--- src/rtl/motion_bbox_tracker.sv ---
// Per-frame motion bounding-box tracker: accumulates flagged-pixel extents per frame,
// publishes a registered box at each frame boundary and overlays its outline on a delayed stream.
module motion_bbox_tracker #(
  parameter int X_WIDTH   = 9,
  parameter int Y_WIDTH   = 8,
  parameter int CNT_WIDTH = 17,
  parameter int X_LIMIT   = 319,
  parameter int Y_LIMIT   = 239,
  parameter int MIN_COUNT = 64
) (
  input  logic                 CLOCK_50,
  input  logic                 reset,
  input  logic                 pixel_en,
  input  logic [X_WIDTH-1:0]   pixel_x,
  input  logic [Y_WIDTH-1:0]   pixel_y,
  input  logic                 motion,
  output logic                 box_valid,
  output logic                 box_found,
  output logic [X_WIDTH-1:0]   box_x_min,
  output logic [X_WIDTH-1:0]   box_x_max,
  output logic [Y_WIDTH-1:0]   box_y_min,
  output logic [Y_WIDTH-1:0]   box_y_max,
  output logic [CNT_WIDTH-1:0] box_count,
  output logic                 out_en,
  output logic [X_WIDTH-1:0]   out_x,
  output logic [Y_WIDTH-1:0]   out_y,
  output logic                 out_motion,
  output logic                 on_box
);

  localparam logic [X_WIDTH-1:0]   LP_X_LIMIT   = X_WIDTH'(X_LIMIT);
  localparam logic [Y_WIDTH-1:0]   LP_Y_LIMIT   = Y_WIDTH'(Y_LIMIT);
  localparam logic [X_WIDTH-1:0]   LP_X_ZERO    = {X_WIDTH{1'b0}};
  localparam logic [Y_WIDTH-1:0]   LP_Y_ZERO    = {Y_WIDTH{1'b0}};
  localparam logic [CNT_WIDTH-1:0] LP_CNT_ZERO  = {CNT_WIDTH{1'b0}};
  localparam logic [CNT_WIDTH-1:0] LP_CNT_ONE   = CNT_WIDTH'(1);
  localparam logic [CNT_WIDTH-1:0] LP_CNT_MAX   = {CNT_WIDTH{1'b1}};
  localparam logic [CNT_WIDTH-1:0] LP_MIN_COUNT = CNT_WIDTH'(MIN_COUNT);

  typedef enum logic [0:0] {
    ST_SYNC  = 1'b0,
    ST_ACCUM = 1'b1
  } state_t;

  state_t                r_state;
  logic [Y_WIDTH-1:0]    r_last_y;
  logic [X_WIDTH-1:0]    r_min_x;
  logic [X_WIDTH-1:0]    r_max_x;
  logic [Y_WIDTH-1:0]    r_min_y;
  logic [Y_WIDTH-1:0]    r_max_y;
  logic [CNT_WIDTH-1:0]  r_count;

  logic                  w_accept;
  logic                  w_boundary;
  logic [X_WIDTH-1:0]    w_init_min_x;
  logic [X_WIDTH-1:0]    w_init_max_x;
  logic [Y_WIDTH-1:0]    w_init_min_y;
  logic [Y_WIDTH-1:0]    w_init_max_y;
  logic [CNT_WIDTH-1:0]  w_init_count;
  logic [X_WIDTH-1:0]    w_upd_min_x;
  logic [X_WIDTH-1:0]    w_upd_max_x;
  logic [Y_WIDTH-1:0]    w_upd_min_y;
  logic [Y_WIDTH-1:0]    w_upd_max_y;
  logic [CNT_WIDTH-1:0]  w_upd_count;
  logic                  w_in_box;
  logic                  w_on_edge;
  logic                  w_on_box_next;

  // Out-of-range pixels neither accumulate nor move last_y, so they can never open a frame.
  assign w_accept   = pixel_en && (pixel_x <= LP_X_LIMIT) && (pixel_y <= LP_Y_LIMIT);
  assign w_boundary = w_accept && (pixel_y < r_last_y);

  assign w_init_min_x = motion ? pixel_x : LP_X_LIMIT;
  assign w_init_max_x = motion ? pixel_x : LP_X_ZERO;
  assign w_init_min_y = motion ? pixel_y : LP_Y_LIMIT;
  assign w_init_max_y = motion ? pixel_y : LP_Y_ZERO;
  assign w_init_count = motion ? LP_CNT_ONE : LP_CNT_ZERO;

  assign w_upd_min_x = (pixel_x < r_min_x) ? pixel_x : r_min_x;
  assign w_upd_max_x = (pixel_x > r_max_x) ? pixel_x : r_max_x;
  assign w_upd_min_y = (pixel_y < r_min_y) ? pixel_y : r_min_y;
  assign w_upd_max_y = (pixel_y > r_max_y) ? pixel_y : r_max_y;
  assign w_upd_count = (r_count == LP_CNT_MAX) ? r_count : (r_count + LP_CNT_ONE);

  // Outline test uses the box as registered now; a same-edge publish is seen one pixel later.
  assign w_in_box = (pixel_x >= box_x_min) && (pixel_x <= box_x_max) &&
                    (pixel_y >= box_y_min) && (pixel_y <= box_y_max);
  assign w_on_edge = (pixel_x == box_x_min) || (pixel_x == box_x_max) ||
                     (pixel_y == box_y_min) || (pixel_y == box_y_max);
  assign w_on_box_next = pixel_en && box_found && w_in_box && w_on_edge;

  // Frame FSM, accumulators, box publish and delayed overlay stream.
  always_ff @(posedge CLOCK_50) begin
    if (reset) begin
      r_state    <= ST_SYNC;
      r_last_y   <= LP_Y_ZERO;
      r_min_x    <= LP_X_LIMIT;
      r_max_x    <= LP_X_ZERO;
      r_min_y    <= LP_Y_LIMIT;
      r_max_y    <= LP_Y_ZERO;
      r_count    <= LP_CNT_ZERO;
      box_valid  <= 1'b0;
      box_found  <= 1'b0;
      box_x_min  <= LP_X_ZERO;
      box_x_max  <= LP_X_ZERO;
      box_y_min  <= LP_Y_ZERO;
      box_y_max  <= LP_Y_ZERO;
      box_count  <= LP_CNT_ZERO;
      out_en     <= 1'b0;
      out_x      <= LP_X_ZERO;
      out_y      <= LP_Y_ZERO;
      out_motion <= 1'b0;
      on_box     <= 1'b0;
    end else begin
      out_en    <= pixel_en;
      on_box    <= w_on_box_next;
      box_valid <= 1'b0;
      if (pixel_en) begin
        out_x      <= pixel_x;
        out_y      <= pixel_y;
        out_motion <= motion;
      end
      if (w_accept) begin
        r_last_y <= pixel_y;
      end

      case (r_state)
        ST_SYNC: begin
          if (w_boundary) begin
            r_state <= ST_ACCUM;
            r_min_x <= w_init_min_x;
            r_max_x <= w_init_max_x;
            r_min_y <= w_init_min_y;
            r_max_y <= w_init_max_y;
            r_count <= w_init_count;
          end
        end
        ST_ACCUM: begin
          if (w_boundary) begin
            box_valid <= 1'b1;
            box_count <= r_count;
            if (r_count >= LP_MIN_COUNT) begin
              box_found <= 1'b1;
              box_x_min <= r_min_x;
              box_x_max <= r_max_x;
              box_y_min <= r_min_y;
              box_y_max <= r_max_y;
            end else begin
              box_found <= 1'b0;
              box_x_min <= LP_X_ZERO;
              box_x_max <= LP_X_ZERO;
              box_y_min <= LP_Y_ZERO;
              box_y_max <= LP_Y_ZERO;
            end
            r_min_x <= w_init_min_x;
            r_max_x <= w_init_max_x;
            r_min_y <= w_init_min_y;
            r_max_y <= w_init_max_y;
            r_count <= w_init_count;
          end else if (w_accept && motion) begin
            r_min_x <= w_upd_min_x;
            r_max_x <= w_upd_max_x;
            r_min_y <= w_upd_min_y;
            r_max_y <= w_upd_max_y;
            r_count <= w_upd_count;
          end
        end
        default: begin
          r_state <= ST_SYNC;
          r_min_x <= LP_X_LIMIT;
          r_max_x <= LP_X_ZERO;
          r_min_y <= LP_Y_LIMIT;
          r_max_y <= LP_Y_ZERO;
          r_count <= LP_CNT_ZERO;
        end
      endcase
    end
  end

endmodule

--- config.mk ---
export PLATFORM = sky130hd
export DESIGN_NAME = motion_bbox_tracker
export DESIGN_NICKNAME = d
export VERILOG_FILES = /design/src/rtl/motion_bbox_tracker.sv
export SDC_FILE = /design/constraint.sdc
export NUM_CORES = 1
export LEC_CHECK = 0
export ABC_AREA = 1
export CORE_ASPECT_RATIO = 0.75
export CORE_MARGIN = 5
export CORE_UTILIZATION = 40
export CTS_BUF_LIST = sky130_fd_sc_hd__clkbuf_8
export DETAILED_ROUTE_END_ITERATION = 10
export GPL_TIMING_DRIVEN = 0
export HOLD_SLACK_MARGIN = 0.05
export PLACE_DENSITY = 0.72
export RECOVER_POWER = 100
export SYNTH_ARGS = -nofsm -noshare
export SYNTH_HDL_FRONTEND = slang
export SYNTH_SLANG_ARGS = --single-unit
--- constraint.sdc ---
create_clock -name CLOCK_50 -period 3.41 [get_ports CLOCK_50]
set_clock_uncertainty 0.2 [all_clocks]
set_input_delay 0.341 -clock CLOCK_50 [delete_from_list [all_inputs] [get_ports CLOCK_50]]
set_output_delay 0.341 -clock CLOCK_50 [all_outputs]
set_load 0.02 [all_outputs]
==> flow_summary_export.csv <==
group,metric,value,unit
placement,port_buffers,93,
drt,dr.first_iter.drc_count,467,
synthesis,synthTopCellsByCount,"301 x nand2_1, 133 x dfxtp_1, 126 x inv_1",
synthesis,yosysUniqueCellTypes,36,
synthesis,syn_nets,1137,
power,vdd_drop_max,0.252,mV
synthesis,async_flop_share,0,%
cts,cts_tree,"built",
sta,setup_tns,0,ns
cts,numCtsBuffers,17,
critical_path,reg2reg_from,"r_count[1]",
final_layout,fin_util,49.6,%
placement,gp_congestion,0.897,
global_route,grtUsageTotal,20.0,%
final_layout,drive_gt1_share,4.91,%
final_layout,n_fill_cell,1768,
die,core-area,0.0178,mm^2
drt,wl_met3,1290,um
critical_path,required,3.51,ns
critical_path,reg2reg_slack,0.48,ns
power,p_leak,4.10,nW
cts,numClockSinks,133,
die,row_count,42,
cts,clock_path_buffers,2,
cts,cts-root-buf,"clkbuf_8",
job,timing.max_cap.violations,0,
synthesis,synthCells,1040,
critical_path,r2r_cells,13,
die,floorplan.initialDensity,41.0,%
drt,wl_met2,8920,um
sta,hold_viol_final,0,
cts,clk_pin_slew,0.07,ns
synthesis,syn_area_per_cell,7.03,um^2
synthesis,synth_most_common_cell,"nand2_1",
synthesis,yosysWarnings,0,
drt,finalWirelength,21100,um
drt,drt-pass1-iter-count,5,
critical_path,worst-path-max-fanout,10,
critical_path,startpoint,"pixel_y[6]",
final_layout,area_growth,21.0,%
placement,hpwl,15800,um
global_route,grt_pass1_wl,34000,um
drt,top_layer,"met4",
drt,drt-met1-wl,10600,um
sta,slew_viol_final,0,
global_route,grt_pass1_vias,6493,
sta,rsz0062_at_grt,"false",
die,ioPinCount,94,
critical_path,r2r_end,"r_count[8]",
synthesis,netlist_area,0.00731,mm^2
synthesis,synth.area.top_cells,"dfxtp_1 36%, nand2_1 15%, ha_1 13%",
drt,postRouteAntennaNets,0,
critical_path,cp-start-kind,"primary input",
drt,wire_per_inst,15.0,um
cts,post_cts_buffers,0,
sta,period_minus_slack,3.07,ns
drt,dr_total_vias,7068,
global_route,antenna_found_initial,0,
sta,finalCritPeriodShare,89.9,%
drt,post-route-drc-count,0,
global_route,grt_max_degree,17,
critical_path,worst-setup-path-type,"in2reg",
critical_path,cp.arrival,3.17,ns
die,dieArea,0.0211,mm^2
final_layout,insertedDiodeCount,0,
global_route,grt-ovfl-total,0,
sta,relSlewSlack,53.7,%
synthesis,ys_ff_latch,133,
cts,htree_levels,4,
power,p_per_area,394,mW/mm^2
critical_path,crit_path_end,"r_min_y[3]",
die,fp.dieH,127,um
cts,clock_latency,0.45,ns
hold_path,hp-class,"reg2reg",
synthesis,synth_edf_count,0,
cts,postCtsHoldBufs,0,
outcome,status,"finished clean",
cts,ctsResizeCount,0,
synthesis,synth.top_cell.area_share,36.4,%
sta,tightest_slew,0.694,ns
synthesis,yosysSeqAreaShare,36.4,%
synthesis,synth_ff_type,"dfxtp_1",
final_layout,nNetsFinal,1249,
drt,viasPerCell,5.04,
die,die_w,166,um
synthesis,yosysTopAreaCell,"dfxtp_1",
sta,setup_viol,0,
critical_path,end_kind,"flip-flop",
sta,timing.fmax,0.326,GHz
cell usage in the layout, fill, tap and decap left out, types with 4 or more instances in the layout:
cell type,instances
a21oi_1,115
a211oi_1,5
clkbuf_8,23
nand2_1,306
o21ai_1,6
inv_1,129
buf_2,6
xor2_1,5
inv_2,4
nand4_1,12
buf_6,6
nor2_1,84
clkbuf_1,23
clkdlybuf4s50_1,15
dlygate4sd3_1,78
nor3_1,7
o21ai_0,33
ha_1,76
nand3_1,59
dfxtp_1,133
sequential cells by signal (all words and copies together), names as in the netlist:
| signal | cells |
|---|---|
| box_count | 17 |
| r_count | 17 |
| box_x_max | 9 |
| box_x_min | 9 |
| out_x | 9 |
| r_max_x | 9 |
| r_min_x | 9 |
| box_y_max | 8 |
| box_y_min | 8 |
| out_y | 8 |
| r_last_y | 8 |
| r_max_y | 8 |
| r_min_y | 8 |
| box_found | 1 |
| box_valid | 1 |
| on_box | 1 |
| out_en | 1 |
| out_motion | 1 |
| r_state | 1 |
through the flow:
stage                     instance area (um^2)  total power [mW]  setup WS [ns]  std cells  hold slack [ns]
after floorplan                           7310              2.13           1.01       1040            0.233
after global placement                    8540              2.33          0.332       1375            0.246
after detailed placement                  8540              2.35          0.282       1375            0.250
after CTS                                 8880              3.52          0.538       1403            0.261
after global routing                      8840              3.67          0.117       1403            0.279
final                                     8840              3.48          0.344       1403            0.259
worst min path at each step:
stage                     cells after the start           end  slack (ns)          from
after global placement                        2  box_x_max[4]        0.25    r_max_x[4]
final                                         2  box_count[6]        0.26  box_count[6]
after global routing                          2  box_count[6]        0.28  box_count[6]
after floorplan                               2   r_last_y[1]        0.23   r_last_y[1]
after detailed placement                      2  box_x_min[7]        0.25    r_min_x[7]
after CTS                                     2  box_x_min[7]        0.26    r_min_x[7]
power breakdown:
group / internal [mW] / switching [mW] / total (mW)
sequential: 1.63 / 0.0519 / 1.68
combinational: 0.227 / 0.404 / 0.631
clock: 0.597 / 0.576 / 1.17
per-layer routing:
metal | track usage, % | vias to the layer above
li1 | - | 3563
met1 | 28.6 | 3271
met2 | 30.9 | 208
met3 | 4.73 | 26
met4 | 4.80 | 0
met5 | 0 | -
cell families after synthesis:
family          Yosys count  synth area share, %
xor+xnor                  6                0.719
fa+ha+maj                76                 13.0
buf+inv                 175                 10.1
compound gates          169                 12.6
simple gates            481                 27.2
flops                   133                 36.4
critical path: stages:
cell and delay [ns]:
dlygate4sd3_1 0.86, nand4_1 0.24, nand2_1 0.24, nor2_2 0.04, nand2_1 0.18, clkbuf_1 0.49, o21ai_4 0.20, nand2_2 0.23
inv_1 0.17, nand2_1 0.10, nand3_1 0.06
area by class of cell:
class | instances | area, um^2 | share of cell area [%]
plain buffers | 42 | 218 | 2.46
repair buffers | 93 | 931 | 10.5
multi-input cells | 732 | 3880 | 43.9
clock inverters | 5 | 26.3 | 0.297
inverters | 133 | 502 | 5.67
flip-flops and latches | 133 | 2660 | 30.1
well taps | 242 | 303 | 3.42
clock buffers | 23 | 317 | 3.58
Note: power is estimated with default switching activity, not from simulation.
